$ cat src/rtl/mac_chan_pkg.sv
// mac_chan_pkg: shared types, default parameters and sizing helper for the
// multi-channel MAC bridge (mac_chan_bridge and mac_tag_fifo).
package mac_chan_pkg;

    localparam int DEF_WIDTH  = 16;
    localparam int DEF_NUM_CH = 4;
    localparam int DEF_DEPTH  = 8;

    // Tag width for a channel count; never narrower than one bit.
    function automatic int tag_width(input int num_ch);
        return (num_ch > 1) ? $clog2(num_ch) : 1;
    endfunction

    localparam int TAG_W = tag_width(DEF_NUM_CH);

    // Operand bundle handed to the core at the default operand width.
    typedef struct packed {
        logic [DEF_WIDTH-1:0] a;
        logic [DEF_WIDTH-1:0] b;
        logic                 mode;
        logic                 cfg;
    } op_t;

    // Result bundle returned by the core at the default operand width.
    typedef struct packed {
        logic [DEF_WIDTH-1:0] c;
        logic                 err;
    } rsp_t;

endpackage

$ cat src/rtl/mac_tag_fifo.sv
// mac_tag_fifo: synchronous in-order FIFO holding the originating channel of
// every op currently inside the MAC core. Pointers carry one extra wrap bit so
// that full and empty are distinguishable at equal slot indices.
module mac_tag_fifo #(
    parameter int W     = 2,
    parameter int DEPTH = 8
) (
    input  logic                       clk,
    input  logic                       rst,
    input  logic                       push,
    input  logic [W-1:0]               push_data,
    input  logic                       pop,
    output logic [W-1:0]               pop_data,
    output logic                       full,
    output logic                       empty,
    output logic [$clog2(DEPTH+1)-1:0] count
);

    localparam int AW = $clog2(DEPTH);
    localparam logic [AW:0] PTR_ONE = (AW+1)'(1);

    logic [W-1:0] mem [DEPTH];
    logic [AW:0]  wr_ptr;
    logic [AW:0]  rd_ptr;

    // Pointer registers; push and pop advance independently.
    always_ff @(posedge clk) begin
        // NOTE: sequential state uses non-blocking assignments so every register samples pre-edge values.
        if (rst) begin
            wr_ptr <= '0;
            rd_ptr <= '0;
        end else begin
            if (push) wr_ptr <= wr_ptr + PTR_ONE;
            if (pop)  rd_ptr <= rd_ptr + PTR_ONE;
        end
    end

    // Tag storage write port.
    always_ff @(posedge clk) begin
        // NOTE: the storage array is deliberately not reset; occupancy is defined only by the pointers.
        if (push) mem[wr_ptr[AW-1:0]] <= push_data;
    end

    assign pop_data = mem[rd_ptr[AW-1:0]];
    assign empty    = (wr_ptr == rd_ptr);
    assign full     = (wr_ptr[AW] != rd_ptr[AW]) && (wr_ptr[AW-1:0] == rd_ptr[AW-1:0]);
    assign count    = wr_ptr - rd_ptr;

endmodule

$ cat src/rtl/mac_chan_bridge.sv
// mac_chan_bridge: round-robin front end that funnels NUM_CH operand channels
// onto the single MAC core port and steers in-order core results back to the
// channel that issued each op.
// Optional build macro: MAC_CHAN_BRIDGE_ERRCNT_EN adds per-channel saturating
// 8-bit error counters on output err_cnt.
module mac_chan_bridge
    import mac_chan_pkg::*;
#(
    parameter int WIDTH  = 16,
    parameter int NUM_CH = 4,
    parameter int DEPTH  = 8
) (
    input  logic                       clk,
    input  logic                       rst,
    input  logic [NUM_CH-1:0]          ch_vld,
    output logic [NUM_CH-1:0]          ch_rdy,
    input  logic [NUM_CH*WIDTH-1:0]    ch_a,
    input  logic [NUM_CH*WIDTH-1:0]    ch_b,
    input  logic [NUM_CH-1:0]          ch_mode,
    input  logic                       cfg,
    output logic                       core_vld,
    input  logic                       core_rdy,
    output logic [WIDTH-1:0]           core_a,
    output logic [WIDTH-1:0]           core_b,
    output logic                       core_mode,
    output logic                       core_cfg,
    input  logic                       core_rvld,
    input  logic [WIDTH-1:0]           core_c,
    input  logic                       core_err,
    output logic [NUM_CH-1:0]          rsp_vld,
    output logic [WIDTH-1:0]           rsp_c,
    output logic                       rsp_err,
    output logic                       orphan,
    output logic [$clog2(DEPTH+1)-1:0] inflight
`ifdef MAC_CHAN_BRIDGE_ERRCNT_EN
    ,
    output logic [NUM_CH*8-1:0]        err_cnt
`endif
);

    localparam int TW = tag_width(NUM_CH);

    // Operand bundle at this instance's operand width.
    typedef struct packed {
        logic [WIDTH-1:0] a;
        logic [WIDTH-1:0] b;
        logic             mode;
        logic             cfg;
    } chan_op_t;

    logic [TW-1:0]     rr_ptr;
    logic [TW-1:0]     grant_idx;
    logic              any_req;
    logic [NUM_CH-1:0] grant;
    logic              can_issue;
    logic              xfer;
    logic              pop;
    logic              fifo_full;
    logic              fifo_empty;
    logic [TW-1:0]     pop_tag;
    chan_op_t          core_op;
    chan_op_t          sel_op;

    // A result retires a tag only when one is outstanding; otherwise it is an orphan.
    assign pop = core_rvld && !fifo_empty;

    // The operand register is free when empty or being drained, and a tag slot exists or frees up now.
    assign can_issue = !rst && (!core_vld || core_rdy) && (!fifo_full || pop);

    // Round-robin search: first requesting channel at or after rr_ptr, wrapping.
    always_comb begin
        // NOTE: defaults first so no path through the search leaves a signal unassigned (no latch).
        any_req   = 1'b0;
        grant_idx = '0;
        for (int k = 0; k < NUM_CH; k++) begin
            if (!any_req && ch_vld[(int'(rr_ptr) + k) % NUM_CH]) begin
                any_req   = 1'b1;
                grant_idx = TW'((int'(rr_ptr) + k) % NUM_CH);
            end
        end
        grant = any_req ? (NUM_CH'(1) << grant_idx) : '0;
    end

    assign ch_rdy = can_issue ? grant : '0;
    assign xfer   = |ch_rdy;

    // Operand fields of the granted channel.
    always_comb begin
        sel_op.a    = ch_a[int'(grant_idx)*WIDTH +: WIDTH];
        sel_op.b    = ch_b[int'(grant_idx)*WIDTH +: WIDTH];
        sel_op.mode = ch_mode[grant_idx];
        sel_op.cfg  = cfg;
    end

    // Core operand register, valid flag and round-robin pointer.
    always_ff @(posedge clk) begin
        if (rst) begin
            core_vld <= 1'b0;
            core_op  <= '0;
            rr_ptr   <= '0;
        end else if (xfer) begin
            core_vld <= 1'b1;
            core_op  <= sel_op;
            rr_ptr   <= (grant_idx == TW'(NUM_CH - 1)) ? '0 : grant_idx + TW'(1);
        end else if (core_rdy) begin
            core_vld <= 1'b0;
        end
    end

    assign core_a    = core_op.a;
    assign core_b    = core_op.b;
    assign core_mode = core_op.mode;
    assign core_cfg  = core_op.cfg;

    mac_tag_fifo #(
        .W     (TW),
        .DEPTH (DEPTH)
    ) u_tag_fifo (
        .clk       (clk),
        .rst       (rst),
        .push      (xfer),
        .push_data (grant_idx),
        .pop       (pop),
        .pop_data  (pop_tag),
        .full      (fifo_full),
        .empty     (fifo_empty),
        .count     (inflight)
    );

    // Response steering: one-cycle pulse to the owning channel; data holds between results.
    always_ff @(posedge clk) begin
        if (rst) begin
            rsp_vld <= '0;
            rsp_c   <= '0;
            rsp_err <= 1'b0;
            orphan  <= 1'b0;
        end else begin
            rsp_vld <= pop ? (NUM_CH'(1) << pop_tag) : '0;
            if (pop) begin
                rsp_c   <= core_c;
                rsp_err <= core_err;
            end
            if (core_rvld && fifo_empty) orphan <= 1'b1;
        end
    end

`ifdef MAC_CHAN_BRIDGE_ERRCNT_EN
    // Per-channel saturating count of error responses.
    always_ff @(posedge clk) begin
        if (rst) begin
            err_cnt <= '0;
        end else begin
            for (int i = 0; i < NUM_CH; i++) begin
                if (rsp_vld[i] && rsp_err && (err_cnt[i*8 +: 8] != 8'hFF))
                    err_cnt[i*8 +: 8] <= err_cnt[i*8 +: 8] + 8'd1;
            end
        end
    end
`endif

endmodule

$ cat config.mk
export PLATFORM = sky130hd
export DESIGN_NAME = mac_chan_bridge
export DESIGN_NICKNAME = d
export VERILOG_FILES = /design/src/rtl/mac_chan_pkg.sv /design/src/rtl/mac_tag_fifo.sv /design/src/rtl/mac_chan_bridge.sv
export SDC_FILE = /design/constraint.sdc
export NUM_CORES = 1
export LEC_CHECK = 0
export BUFFER_PORTS_ARGS = -buffer_cell sky130_fd_sc_hd__buf_4
export CAP_MARGIN = 10
export CELL_PAD_IN_SITES_DETAIL_PLACEMENT = 2
export CELL_PAD_IN_SITES_GLOBAL_PLACEMENT = 2
export CORE_UTILIZATION = 29
export CTS_CLUSTER_DIAMETER = 150
export CTS_CLUSTER_SIZE = 10
export DETAILED_ROUTE_END_ITERATION = 8
export GPL_ROUTABILITY_DRIVEN = 0
export PLACE_DENSITY = 0.87
export REMOVE_ABC_BUFFERS = 1
export SLEW_MARGIN = 30
export SYNTH_ARGS = -nofsm -noshare
export SYNTH_HDL_FRONTEND = slang
export SYNTH_HIERARCHICAL = 1
export SYNTH_SLANG_ARGS = --single-unit
$ cat constraint.sdc
create_clock -name clk -period 4.6 [get_ports clk]
set_input_delay 0.46 -clock clk [delete_from_list [all_inputs] [get_ports clk]]
set_output_delay 0.46 -clock clk [all_outputs]
set_load 0.005 [all_outputs]
======== Word-level counts from Yosys, hierarchy flattened ========
Memory sizes are Yosys's and may differ from the RTL's. A register that Yosys moved wholly into a read port is not among the register bits.
Index checks and enable logic that the tools add are counted.
storage, ports and cells
  register bits ........................... 67
  latch bits .............................. 0
  RAM bits ................................ 16
  ROM bits ................................ 0
  input port bits ......................... 158
  output and inout port bits .............. 65
  word-level logic and storage cells ...... 90
  memories kept ........................... 1
memory list
  name            depth  bits a word  rd ports  clocked after Yosys merged registers in  write ports  line                RTL
  u_tag_fifo.mem  8      2            1         1                                        1            mac_tag_fifo.sv:22  logic [W-1:0] mem [DEPTH];
operators by class
  $add $sub $neg .......................... 7
  multiply operators ...................... 0
  divide/modulo/power cells ............... 0
  magnitude comparators ................... 5
  eq/ne operators ......................... 4
  shift operators ......................... 4
  muxes and demuxes ....................... 30
  bitwise gates (word level) .............. 4
  reductions and logical operators ........ 23
operators with widths
  operator                                            count
  variable part select 64 x 7 -> 16 bit               2
  two-way mux 1 bit                                   16
  < comparator 3 x 4 -> 1 bit, second input constant  3
  binary-select mux 1 bit (select 2 bit)              5
  two-way mux 2 bit                                   5
  adder 4 x 1 -> 4 bit, second input constant         2
  logical AND 1 bit                                   8
  two-way mux 4 bit                                   2
  OR reduction 2 bit                                  4
  left shift 1 x 2 -> 4 bit, first input constant     2
  zero test 1 bit                                     7
  < comparator 2 x 3 -> 1 bit, second input constant  2
  two-way mux 3 bit                                   2
  adder 2 x 1 -> 2 bit, second input constant         2
  adder 2 bit, second input constant                  2
  == test 4 bit                                       1
  OR reduction 4 bit                                  1
  subtractor 4 bit                                    1
  bitwise AND 1 bit, first input constant             3
  == test 3 bit                                       1
  == test 2 bit, second input constant                1
  logical OR 1 bit                                    2
  nonzero test 2 bit                                  1
  inequality test 1 bit                               1
  NOT 1 bit                                           1

======== Depth between registers and ports, before layout ========
  depth after elaboration ................. 20
  depth in mapped cells ................... 12
  depth with buffers taken out ............ 11

======== By module ========
The synthesis kept the hierarchy.
by module, submodules not included
  module           times used  cells each  area each (sq um)  seq. area each (sq um)
  mac_chan_bridge  1           446         3761.1             1181.1
  mac_tag_fifo     1           89          1172.4             700.7

======== Least setup slack after synthesis ========
OpenSTA, ideal clock, no wires.
  path type ............................... in2reg
  start ................................... input port ch_vld[1]
  end ..................................... memory u_tag_fifo.mem[2][0], enable pin
  library setup time ...................... 0.255 ns
  data arrival time ....................... 2.580 ns
  data required time ...................... 4.345 ns
  slack ................................... 1.766 ns
  stages on the path ...................... 11
  buffers on the path ..................... 1
  path through ............................ nand2b_1 nor4b_2 nor2_1 clkbuf_1 inv_1 ha_1 a2111o_1 o21ai_2 inv_1 nand2_1 nor3_1
between the ends
  cells in the longest elaborated chain, start to end .. 18
  elaborated cells on any way between the ends .. 31
  those cells by class .................... shift: 1; mux: 23; reduce/logical: 7
ends and longest elaborated chain
  item                                         line                   RTL
  start, declared                              mac_chan_bridge.sv:15  input logic [NUM_CH-1:0] ch_vld,
  binary-select mux 1 bit (select 2 bit)       mac_chan_bridge.sv:76  if (!any_req && ch_vld[(int'(rr_ptr) + k) % NUM_CH]) begin
  two-way mux 1 bit (implied by the code)      mac_chan_bridge.sv:76
  two-way mux 1 bit                            mac_chan_bridge.sv:76
  zero test 1 bit                              mac_chan_bridge.sv:76
  logical AND 1 bit                            mac_chan_bridge.sv:76
  two-way mux 1 bit                            mac_chan_bridge.sv:76
  zero test 1 bit                              mac_chan_bridge.sv:76
  logical AND 1 bit                            mac_chan_bridge.sv:76
  [3 not listed]                               n/a
  two-way mux 2 bit                            mac_chan_bridge.sv:76
  left shift 1 x 2 -> 4 bit                    mac_chan_bridge.sv:81  grant = any_req ? (NUM_CH'(1) << grant_idx) : '0;
  two-way mux 4 bit (*)                        mac_chan_bridge.sv:81
  two-way mux 4 bit (*)                        mac_chan_bridge.sv:84  assign ch_rdy = can_issue ? grant : '0;
  OR reduction 4 bit (*)                       mac_chan_bridge.sv:85  assign xfer = |ch_rdy;
  via xfer                                     mac_chan_bridge.sv:56  logic xfer;
  two-way mux 1 bit (*)                        mac_tag_fifo.sv:41     if (push) mem[wr_ptr[AW-1:0]] <= push_data;
  two-way mux 1 bit (implied by the code) (*)  mac_tag_fifo.sv:41
  end, declared                                mac_tag_fifo.sv:22
Mark *: on every way through the listed nets, which the timed path passes. The rest lies on a longest branch. The select of a mux whose other input is x is not followed.

======== Final worst setup path ========
  start ................................... register u_tag_fifo.wr_ptr[0]
  end ..................................... output port ch_rdy[2]
between the ends
  cells in the longest elaborated chain, start to end .. 6
  elaborated cells on any way between the ends .. 9
  those cells by class .................... eq/ne: 2; mux: 1; reduce/logical: 6
ends and longest elaborated chain
  item                    line                   RTL
  start, declared         mac_tag_fifo.sv:23     logic [AW:0] wr_ptr;
  start signal, assigned  mac_tag_fifo.sv:33     if (push) wr_ptr <= wr_ptr + PTR_ONE;
  == test 4 bit           mac_tag_fifo.sv:45     assign empty = (wr_ptr == rd_ptr);
  via fifo_empty          mac_chan_bridge.sv:59  logic fifo_empty;
  zero test 1 bit         mac_chan_bridge.sv:65  assign pop = core_rvld && !fifo_empty;
  logical AND 1 bit       mac_chan_bridge.sv:65
  logical OR 1 bit        mac_chan_bridge.sv:68  assign can_issue = !rst && (!core_vld || core_rdy) && (!fifo_full || pop);
  logical AND 1 bit       mac_chan_bridge.sv:68
  two-way mux 4 bit       mac_chan_bridge.sv:84
  end, declared           mac_chan_bridge.sv:16  output logic [NUM_CH-1:0] ch_rdy,
The timed path passes the listed nets, and every way through them passes these cells.

==> impl_metrics.env <==
export IMPL_path_buf_inv=3
export IMPL_critPathSlowestCell="dfxtp_1"
export IMPL_ys_top_cells_by_area="dfxtp_1 28%, o21a_1 10%, a211oi_1 10%"
export IMPL_ctsHoldBuffers=0
export IMPL_nFillCells=1824
export IMPL_yosysMostFrequentCell="dfxtp_1"
export IMPL_dp_slack_ns=1.352
export IMPL_final_setup_tns_ns=0
export IMPL_r2r_slack_ns=1.35
export IMPL_setup_slack_ns=1.116
export IMPL_p_leak_nw=2.826
export IMPL_gr_usage_met2_pct=39.50
export IMPL_cts_made_buffers=9
export IMPL_maxCapViolations=0
export IMPL_ant_nets=0
export IMPL_fp_dieW_um=132.4
export IMPL_die_h_um=132.4
export IMPL_drv_slew=0
export IMPL_ys_warnings_count=6
export IMPL_ios=223
export IMPL_grt_pass1_wl_um=31070
export IMPL_multi_input_area_um2=2835
export IMPL_path_clk_slew_ns=0.07
export IMPL_critPathArrivalTime_ns=3.02
export IMPL_drc=0
export IMPL_status="completed"
export IMPL_synth_top_cell_by_area="dfxtp_1"
export IMPL_fin_crit_sh_pct=75.73
export IMPL_clock_sinks=86
export IMPL_via_count=5161
export IMPL_cp_common_cell="buf_4"
export IMPL_peakVddDrop_mv=0.2158
export IMPL_worstMarginPinSlew_ns=0.8050
export IMPL_start_util_pct=29.75
export IMPL_finalNonFillerCells=947
export IMPL_met3_usage_pct=7.471
export IMPL_hold_viol_final=0
export IMPL_netlist_area_um2=4933
export IMPL_grt_overflow=0
export IMPL_ys_types=43
export IMPL_grt_max_degree=70
export IMPL_synth_common_cells="70 x dfxtp_1, 67 x o21a_1, 66 x a211oi_1, 42 x nand2_1"
export IMPL_critPathTopFamily="buffers and inverters"
export IMPL_synth_top_cell_area_share_pct=28.40
export IMPL_startpoint_type="flip-flop"
export IMPL_port_buffers=222
export IMPL_dp_cells=931
export IMPL_postCtsSetupBuffers=0
export IMPL_clk_insertion_delay_late_ns=0.35
export IMPL_cp_depth=9
export IMPL_finalNetCount=887
export IMPL_dieArea_um2=17540
export IMPL_use_met1_pct=26.50
export IMPL_cpPeakStageDelay_ns=0.48
export IMPL_viasPerCell=5.450
export IMPL_worstPathRequired_ns=4.14
export IMPL_cp_end_kind="output port"
export IMPL_hpwlAfterDp_um=14320
export IMPL_rows=47
export IMPL_h_tree_depth=3
export IMPL_antenna_found_initial=0
export IMPL_wl_per_cell_um=20.65
export IMPL_core_um2=16580
export IMPL_drive_above_1_share_pct=36.04
export IMPL_cts_buffer_depth=2
export IMPL_r2r_cells=11
export IMPL_syn_avg_cell_area_um2=9.221
export IMPL_hold_depth=2
export IMPL_path_class="reg2out"
export IMPL_final_core_util_pct=42.87
export IMPL_grt_pass1_vias=5682
export IMPL_grt_busiest_layer="met2"
export IMPL_setup_viol=0
export IMPL_relSlewSlack_pct=46.33
export IMPL_cts_resized_gates=0
export IMPL_period_needed_ns=3.484
export IMPL_seq_area_um2=1882
export IMPL_track_usage_pct=22.60
export IMPL_drt_pass1_iter_count=4
export IMPL_finClkSkew_ns=0.008741
export IMPL_crit_fanout=37
export IMPL_netlist_instances=535
export IMPL_hold_ws_ns=0.3461
export IMPL_hold_path_class="in2reg"
export IMPL_cts_tree="built"
export IMPL_yosys_register_bits=86
export IMPL_synth_async_reset_ratio_pct=0
export IMPL_fmax_ghz=0.2871
export IMPL_drt_iter0_drc=155
export IMPL_synth_edf_count=16
export IMPL_ys_flop_type="dfxtp_1"
export IMPL_ys_seq_area_share_pct=38.14
export IMPL_routed_wl_um=19550
export IMPL_powerDensity_nw_per_um2=546.1
export IMPL_synthToLayoutAreaGrowth_pct=44.10
export IMPL_antennaDiodeCount=0
export IMPL_rsz0062_at_grt="false"
export IMPL_cp_cell_sequence="inv_1 > ha_1 > nand3_1 > nor2_1 > nand2b_1 > a2111oi_4 > buf_4 > and3_1 > buf_4"
export IMPL_root_buffer="clkbuf_16"
-- state kept, by name, indices dropped and copies added (netlist names), named ones only --
register and count:
u_tag_fifo/wr_ptr 4, u_tag_fifo/rd_ptr 4, rsp_vld 4, core_cfg 1
rr_ptr 2, rsp_c 16, rsp_err 1, u_tag_fifo/mem 16
orphan 1, core_vld 1, core_a 16, core_b 16
core_mode 1
-- logic make-up (layout without fill, tap and decap cells) --
kind of cell | after synthesis | after routing | synth area share [%]
fa+ha+maj | 7 | 7 | 1.927
flops | 86 | 86 | 38.14
buf+inv | 70 | 262 | 5.782
mux | 10 | 10 | 3.449
simple gates | 124 | 124 | 13.87
xor+xnor | 8 | 8 | 1.420
compound gates | 230 | 230 | 35.40
-- per-layer routing --
metal / routed length [um] / part of all wire, %
met5: 0 / 0
met1: 8237 / 42
met3: 1435 / 7.3
met2: 9701 / 50
met4: 180 / 0.92
-- per-stage QoR --
stage	instance area [um^2]	total power, mW
2_1_floorplan	4701	2.181
3_3_place_gp	6779	3.037
3_5_place_dp	6807	3.172
4_1_cts	7109	3.949
5_1_grt	7109	4.149
6_report	7109	3.882
-- layout by cell type (no fill, tap or decap), types with 6 or more instances in the layout --
cell type,instances
a211oi_1,66
a21oi_1,22
a41oi_1,33
buf_4,231
clkbuf_16,9
dfxtp_1,70
edfxtp_1,16
ha_1,6
inv_1,9
nand2_1,42
nand2b_1,6
nor2_1,19
nor2b_1,6
nor3b_1,33
o21a_1,67
o31ai_1,34
-- where the power goes --
group,switching (mW),internal [mW]
Combinational,1.08,0.856
Sequential,0.180,1.01
Clock,0.328,0.429
-- worst paths after layout --
path,start,to
worst max register to register,u_tag_fifo/wr_ptr[0],u_tag_fifo/wr_ptr[3]
worst min-delay path,cfg,core_cfg
worst min register to register,rsp_c[2],rsp_c[2]
worst max-delay path,u_tag_fifo/wr_ptr[0],ch_rdy[2]
-- layout make-up --
cell class                 count  area share, %
inverter                      14         0.7392
tap                          220          3.872
sequential                    86          26.47
clock buffer                   9          3.168
timing repair buffer         232          24.78
multi-input combinational    379          39.88
clock inverter                 7          1.091
No activity file was read; power rests on OpenSTA's default activity.
